[src/rtl/sub_serial_pkg.sv]
// Shared definitions for the serial arithmetic library: FSM state encoding and
// the one-bit full-subtractor equation used by the serial cells.
package serial_arith_pkg;

  localparam logic [1:0] IDLE = 2'd0;
  localparam logic [1:0] SUB  = 2'd1;
  localparam logic [1:0] DONE = 2'd2;

  // Returns {borrow_next, difference} for a - b - bin.
  function automatic logic [1:0] fs_bit(input logic a, input logic b, input logic bin);
    logic d;
    logic bout;
    d    = a ^ b ^ bin;
    bout = (~a & b) | (~(a ^ b) & bin);
    return {bout, d};
  endfunction

endpackage

[src/rtl/sub_serial_if.sv]
// Operand/result bundle of the bit-serial subtractor. Defining SUB_SERIAL_OVF_EN
// adds the signed-overflow flag.
interface sub_serial_if #(parameter int WIDTH = 8);
  logic             en;
  logic [WIDTH-1:0] a;
  logic [WIDTH-1:0] b;
  logic [WIDTH-1:0] out;
  logic             borrow_out;
  logic             busy;
  logic             done;
`ifdef SUB_SERIAL_OVF_EN
  logic             ovf;
`endif

  modport master (
    output en, a, b,
`ifdef SUB_SERIAL_OVF_EN
    input  ovf,
`endif
    input  out, borrow_out, busy, done
  );

  modport slave (
    input  en, a, b,
`ifdef SUB_SERIAL_OVF_EN
    output ovf,
`endif
    output out, borrow_out, busy, done
  );
endinterface

[src/rtl/sub_serial_fs_cell.sv]
// Combinational one-bit full subtractor: d = a - b - bin, bout = borrow out.
module serial_fs_cell
  import serial_arith_pkg::*;
(
  input  logic a,
  input  logic b,
  input  logic bin,
  output logic d,
  output logic bout
);

  assign {bout, d} = fs_bit(a, b, bin);

endmodule

[src/rtl/sub_serial.sv]
// Bit-serial subtractor: a - b computed LSB first through one full-subtractor
// cell and a borrow flop. Optional SUB_SERIAL_OVF_EN adds a signed overflow flag.
module sub_serial
  import serial_arith_pkg::*;
#(
  parameter int WIDTH = 8
) (
  input  logic     clk,
  input  logic     rst,
  sub_serial_if.slave bus
);

  localparam int CW = $clog2(WIDTH);

  logic [1:0]       state;
  logic [WIDTH-1:0] a_reg;
  logic [WIDTH-1:0] b_reg;
  logic [WIDTH-1:0] out_reg;
  logic [CW-1:0]    count;
  logic             borrow;
  logic             d_bit;
  logic             borrow_nxt;
  logic             last_bit;

  serial_fs_cell u_cell (
    .a    (a_reg[0]),
    .b    (b_reg[0]),
    .bin  (borrow),
    .d    (d_bit),
    .bout (borrow_nxt)
  );

  assign last_bit = (count == CW'(WIDTH - 1));

  // Difference bits enter at the MSB and walk down, so after WIDTH shifts
  // the LSB computed first sits at bit 0.
  always_ff @(posedge clk or negedge rst) begin
    if (!rst) begin
      state   <= IDLE;
      a_reg   <= '0;
      b_reg   <= '0;
      out_reg <= '0;
      count   <= '0;
      borrow  <= 1'b0;
    end else begin
      case (state)
        IDLE: begin
          if (bus.en) begin
            a_reg   <= bus.a;
            b_reg   <= bus.b;
            borrow  <= 1'b0;
            count   <= '0;
            out_reg <= '0;
            state   <= SUB;
          end
        end
        SUB: begin
          out_reg <= {d_bit, out_reg[WIDTH-1:1]};
          borrow  <= borrow_nxt;
          a_reg   <= a_reg >> 1;
          b_reg   <= b_reg >> 1;
          count   <= count + CW'(1);
          if (last_bit) state <= DONE;
        end
        DONE: begin
          if (bus.en) state <= IDLE;
        end
        default: state <= IDLE;
      endcase
    end
  end

  assign bus.out        = out_reg;
  assign bus.borrow_out = borrow;
  assign bus.busy       = (state == SUB);
  assign bus.done       = (state == DONE);

`ifdef SUB_SERIAL_OVF_EN
  logic ovf_reg;

  // Signed overflow: borrow into the MSB differs from borrow out of the MSB.
  always_ff @(posedge clk or negedge rst) begin
    if (!rst) begin
      ovf_reg <= 1'b0;
    end else if (state == IDLE && bus.en) begin
      ovf_reg <= 1'b0;
    end else if (state == SUB && last_bit) begin
      ovf_reg <= borrow ^ borrow_nxt;
    end
  end

  assign bus.ovf = ovf_reg;
`endif

endmodule

[src/flat_wrapper.sv]
// flat-port wrapper written by rule: the top's interface ports become plain ports
module sub_serial_flat import serial_arith_pkg::*;
#(
  parameter int WIDTH = 8
)
  (clk, rst, bus_en, bus_a, bus_b, bus_out, bus_borrow_out, bus_busy, bus_done);
  sub_serial_if #(.WIDTH(WIDTH)) bus_i ();
  input  logic clk;
  input  logic rst;
  input wire logic [$bits(bus_i.en)-1:0] bus_en;
  input wire logic [$bits(bus_i.a)-1:0] bus_a;
  input wire logic [$bits(bus_i.b)-1:0] bus_b;
  output wire logic [$bits(bus_i.out)-1:0] bus_out;
  output wire logic [$bits(bus_i.borrow_out)-1:0] bus_borrow_out;
  output wire logic [$bits(bus_i.busy)-1:0] bus_busy;
  output wire logic [$bits(bus_i.done)-1:0] bus_done;
  assign bus_i.en = bus_en;
  assign bus_i.a = bus_a;
  assign bus_i.b = bus_b;
  assign bus_out = bus_i.out;
  assign bus_borrow_out = bus_i.borrow_out;
  assign bus_busy = bus_i.busy;
  assign bus_done = bus_i.done;
  sub_serial #(.WIDTH(WIDTH)) u_core (.clk(clk), .rst(rst), .bus(bus_i));
endmodule
[config.mk]
export PLATFORM = sky130hd
export DESIGN_NAME = sub_serial_flat
export DESIGN_NICKNAME = d
export VERILOG_FILES = /design/src/rtl/sub_serial_pkg.sv /design/src/rtl/sub_serial_if.sv /design/src/rtl/sub_serial_fs_cell.sv /design/src/rtl/sub_serial.sv /design/src/flat_wrapper.sv
export SDC_FILE = /design/constraint.sdc
export NUM_CORES = 1
export LEC_CHECK = 0
export ABC_AREA = 1
export CAP_MARGIN = 20
export CELL_PAD_IN_SITES_DETAIL_PLACEMENT = 1
export CELL_PAD_IN_SITES_GLOBAL_PLACEMENT = 1
export CORE_MARGIN = 5
export CORE_UTILIZATION = 39
export DETAILED_ROUTE_END_ITERATION = 8
export PLACE_DENSITY = 0.86
export SETUP_SLACK_MARGIN = 0.15
export SLEW_MARGIN = 25
export SYNTH_ARGS = -nofsm -noshare
export SYNTH_HDL_FRONTEND = slang
export SYNTH_SLANG_ARGS = --single-unit
[constraint.sdc]
create_clock -name clk -period 2.45 [get_ports clk]
set_clock_uncertainty 0.05 [all_clocks]
set_input_delay 0.49 -clock clk [delete_from_list [all_inputs] [get_ports clk]]
set_output_delay 0.49 -clock clk [all_outputs]
set_load 0.03 [all_outputs]
# Word level (Yosys, flattened, before mapping)
# Cells that the tools add are included.
[totals] output_inout_bits=11 mem_bits_rw=0 register_bits=30 mem_count=0 rom_bits=0 input_bits=19 elab_cells=38 latchBits=0
[op_classes] order_cmp=0 n_reduce_logical=4 mux=14 add_sub_neg=1 div=0 multipliers=0 n_bitwise=7 eq_ne=6 shift=0
[op_table] op="8-bit one-hot mux with 2 select lines" count=3
[op_table] op="8-bit two-way mux" count=3
[op_table] op="2-bit two-way mux" count=3
[op_table] op="2-bit one-hot mux with 3 select lines" count=1
[op_table] op="3-bit one-hot mux with 2 select lines" count=1
[op_table] op="2-bit != test, second input constant" count=2
[op_table] op="3-bit by 1-bit adder with 3-bit output, second input constant" count=1
[op_table] op="3-bit equality test, second input constant" count=1
[op_table] op="3-bit two-way mux" count=1
[op_table] op="3-bit AND reduction" count=1
[op_table] op="1-bit AND" count=2
[op_table] op="2-bit by 1-bit equality test with 1-bit output, second input constant" count=1
[op_table] op="2-bit equality test, second input constant" count=1
[op_table] op="2-bit zero test" count=1
[op_table] op="2-bit by 1-bit != test with 1-bit output, second input constant" count=1
[op_table] op="1-bit inverter" count=2
[op_table] op="1-bit one-hot mux with 2 select lines" count=1
[op_table] op="2-bit AND reduction" count=1
[op_table] op="2-bit nonzero test" count=1
[op_table] op="1-bit bitwise XOR" count=2
[op_table] op="1-bit two-way mux" count=1
[op_table] op="1-bit bitwise OR" count=1

# Longest topological paths before layout
[logic_depth] ltp_word=5 ltp_mapped=6 ltp_nobuf=5

# Cells and area by module
# Synthesis repeated with hierarchy kept, for this count alone.
[hier_totals] hier_cells=194 area_unflattened_um2=1486.4
[by_module_without_submodules] mod="sub_serial" area_each_um2=1455.1 cells_each=190 n_inst=1 seq_area_each_um2=750.7
[by_module_without_submodules] mod="serial_fs_cell" area_each_um2=31.3 cells_each=4 n_inst=1 seq_area_each_um2=0.0

# Least setup slack after synthesis
# OpenSTA, ideal clock, no wires.
[synth_path] path_type="flip-flop to output port" from="register u_core.state[0]" to="output bus_done" arrival_time_ns=1.101 path_buffers=2 path_stages_with_launch=4 setup_slack_ns=0.809 cell_sequence="dfrtp_1 -> buf_4 -> buf_2 -> nor2_1"
[synth_via] elab_chain_cells=1
[synth_lines] element="start: declaration" line_no="sub_serial.sv:15" source="logic [1:0] state;"
[synth_lines] element="start signal: assignment" line_no="sub_serial.sv:39" source="state <= IDLE;"
[synth_lines] element="start signal: assignment" line_no="sub_serial.sv:54" source="state <= SUB;"
[synth_lines] element="start signal: assignment" line_no="sub_serial.sv:63" source="if (last_bit) state <= DONE;"
[synth_lines] element="2-bit equality test" line_no="sub_serial.sv:76" source="assign bus.done = (state == DONE);"
[synth_lines] element="end: declaration" line_no="flat_wrapper.sv:16" source="output wire logic [$bits(bus_i.done)-1:0] bus_done;"
# No other way between the ends.

# Worst setup path in the final report
[layout_path] from="register u_core.state[1]" to="output bus_done"
# The elaborated chain is that of the path after synthesis.

==> impl_metrics.py <==
metrics = {
    "layout": {
        "nFillCells": 484,
        "syn_to_final_growth_pct": 27.3,
        "final_cell_area_um2": 1890,
        "fin_util": 0.513,
        "fin_nets": 247,
        "drive_gt1_frac": 0.0711,
        "n_antenna_cell": 0,
        "final_cells": 273,
    },
    "synthesis": {
        "synth-compound-area-share": 0.0278,
        "synth_top_cell_by_area": "dfrtp_1",
        "avgSynthCellArea_um2": 7.74,
        "yosys.area_share.simple": 0.312,
        "ys_top_cells_by_area": "dfrtp_1 (51%), nand2_1 (23%), inv_1 (8.1%), nand3_1 (5.1%), buf_6 (2.3%)",
        "synth_top_area_frac": 0.505,
        "synth_seq_area_share": 0.505,
        "synthMuxAreaShare": 0,
        "synth_xor_area_frac": 0,
        "synth_edf_count": 0,
        "syn-num-nets": 214,
        "yosysMostFrequentCell": "nand2_1",
        "ys_seq_elements": 30,
        "synth_top_family_by_area": "simple AND/OR/NAND/NOR gates",
        "synth.distinct_cells": 17,
        "synth_common_cells": "nand2_1 (92), inv_1 (32), dfrtp_1 (30), nand3_1 (15), o21ai_0 (4)",
        "synthArstFlopShare": 1.00,
        "synth_cells": 192,
        "netlist_area_um2": 1490,
        "synthAdderAreaFrac": 0.0303,
        "dominantRegCellSynth": "dfrtp_1",
        "yosysWarnings": 0,
    },
    "clock_tree": {
        "post_cts_resized": 0,
        "cts_tree": "built",
        "postCtsSetupRepairBufs": 0,
        "clockRootBuffer": "clkbuf_8",
        "cts.sinks": 30,
        "cts_made_buffers": 5,
        "h-tree-depth": 2,
        "path_clk_slew_ns": 0.06,
        "clk_path_buf_depth": 2,
        "clk_latency_ns": 0.28,
        "ctsHoldBuffers": 0,
    },
    "setup_path": {
        "endpoint_kind": "output port",
        "crit_slowest_cell": "clkdlybuf4s50_1",
        "cp_data_arrival_time_ns": 1.63,
        "rr_worst_depth": 5,
        "crit_chain": "inv_2 -> nor2_1 -> clkdlybuf4s50_1",
        "cp_max_fo": 4,
        "start_kind": "register",
        "slowest_delay_ns": 0.67,
        "path_class": "register to output port",
        "crit_required_ns": 1.91,
    },
    "floorplanning": {
        "die_w_um": 71.7,
        "rows": 22,
        "initial_core_util": 0.403,
        "io_pins": 30,
        "core_area_um2": 3690,
        "die_h_um": 71.7,
        "dieArea_um2": 5140,
    },
    "placed_design": {
        "dpl_cell_area_um2": 1810,
        "dp_worst_setup_slack_ns": 0.575,
        "dpl.cell_count": 266,
        "place.port_buffers": 29,
        "gp_congestion": 0.701,
        "place_hpwl_mm": 2.44,
    },
    "run": {
        "maxCapViolCount": 0,
    },
    "power": {
        "power_mw": 2.39,
        "ir_drop_uv": 570,
        "power_density_nw_per_um2": 1270,
        "leakagePower_nw": 1.04,
    },
    "route": {
        "route.detailed.wl_per_inst_um": 12.2,
        "drt_iter0_markers": 49,
        "via_per_inst": 4.46,
        "drc": 0,
        "final_antenna_net_count": 0,
        "via_count": 1218,
        "drtPass1Iterations": 4,
        "routed_wl_mm": 3.32,
    },
    "global_routing": {
        "grt_first_pass_wirelength_mm": 5.64,
        "grt_pass1_vias": 1238,
        "grt_usage": 0.145,
        "antenna_found_initial": 0,
        "grt.overflow.total": 0,
        "grt_start_max_net_pins": 31,
    },
    "sta": {
        "hold_violations": 0,
        "setup_ws_ns": 0.279,
        "finalMaxSlewViolations": 0,
        "whs_ns": 0.425,
        "tightest_slew_ns": 0.417,
        "fmax_ghz": 0.461,
        "setup_violations": 0,
        "finalCritPeriodShare": 0.886,
        "grt_setup_unrepaired": "false",
        "slew_headroom": 0.721,
        "min_period_ns": 2.17,
        "tns_ns": 0,
    },
    "run_status": {
        "status": "complete, no violations",
    },
    "min_path": {
        "holdPathStages": 2,
        "worstHoldPathType": "register to register",
    },
}
-- worst paths after layout --
path	start	end	slack (ns)
min in group asynchronous	rst	u_core.bus.out[0]$_DFFE_PN0P_	0.55
max reg2reg	u_core.state[0]$_DFFE_PN0P_	u_core.bus.out[5]$_DFFE_PN0P_	0.98
max	u_core.state[1]$_DFFE_PN0P_	bus_done	0.28
min	u_core.count[1]$_DFFE_PN0P_	u_core.count[1]$_DFFE_PN0P_	0.43
min reg2reg	u_core.count[1]$_DFFE_PN0P_	u_core.count[1]$_DFFE_PN0P_	0.43
max in group asynchronous	rst	u_core.b_reg[3]$_DFFE_PN0P_	1.53
-- layout make-up --
cell class                      count  area, um^2  area share
Timing Repair Buffer               33         330       0.175
Sequential cell                    30         751       0.397
Clock buffer                        7        76.3      0.0404
Inverter                           33         124      0.0655
Multi-Input combinational cell    122         549       0.291
Tap cell                           48        60.1      0.0318
-- where the power goes --
part / switching [mW] / internal (mW) / leakage, nW
logic: 0.703 / 0.446 / 0.625
registers: 0.148 / 0.730 / 0.374
clock network: 0.172 / 0.195 / 0.0383
-- metal layers --
metal	global-route usage	routed length [um]
met3	0.0337	137
met4	0.0877	92
met2	0.234	1620
met1	0.176	1470
met5	0	0
-- cells in the final DEF (no fill, tap or decap), types with 4 or more instances in the layout --
| cell type | synthesis | layout |
|---|---|---|
| nand3_1 | 15 | 15 |
| clkbuf_8 | 0 | 5 |
| o21ai_0 | 4 | 4 |
| clkdlybuf4s50_1 | 0 | 28 |
| dfrtp_1 | 30 | 30 |
| buf_4 | 3 | 4 |
| nand2_1 | 92 | 92 |
| inv_1 | 32 | 32 |
-- critical path: cells and delay by family (launching register included) --
kind / cells / cell delay, ns
AND/OR/NAND/NOR: 1 / 0.10
flip-flops: 1 / 0.46
buffers and inverters: 2 / 0.79
-- kinds of logic after synthesis --
kind of cell,Yosys count
DFF,30
buffers and inverters,40
adders and majority gates,3
and+or+nand+nor,113
AOI/OAI and AO/OA,6
No activity file was read; power rests on OpenSTA's default activity.
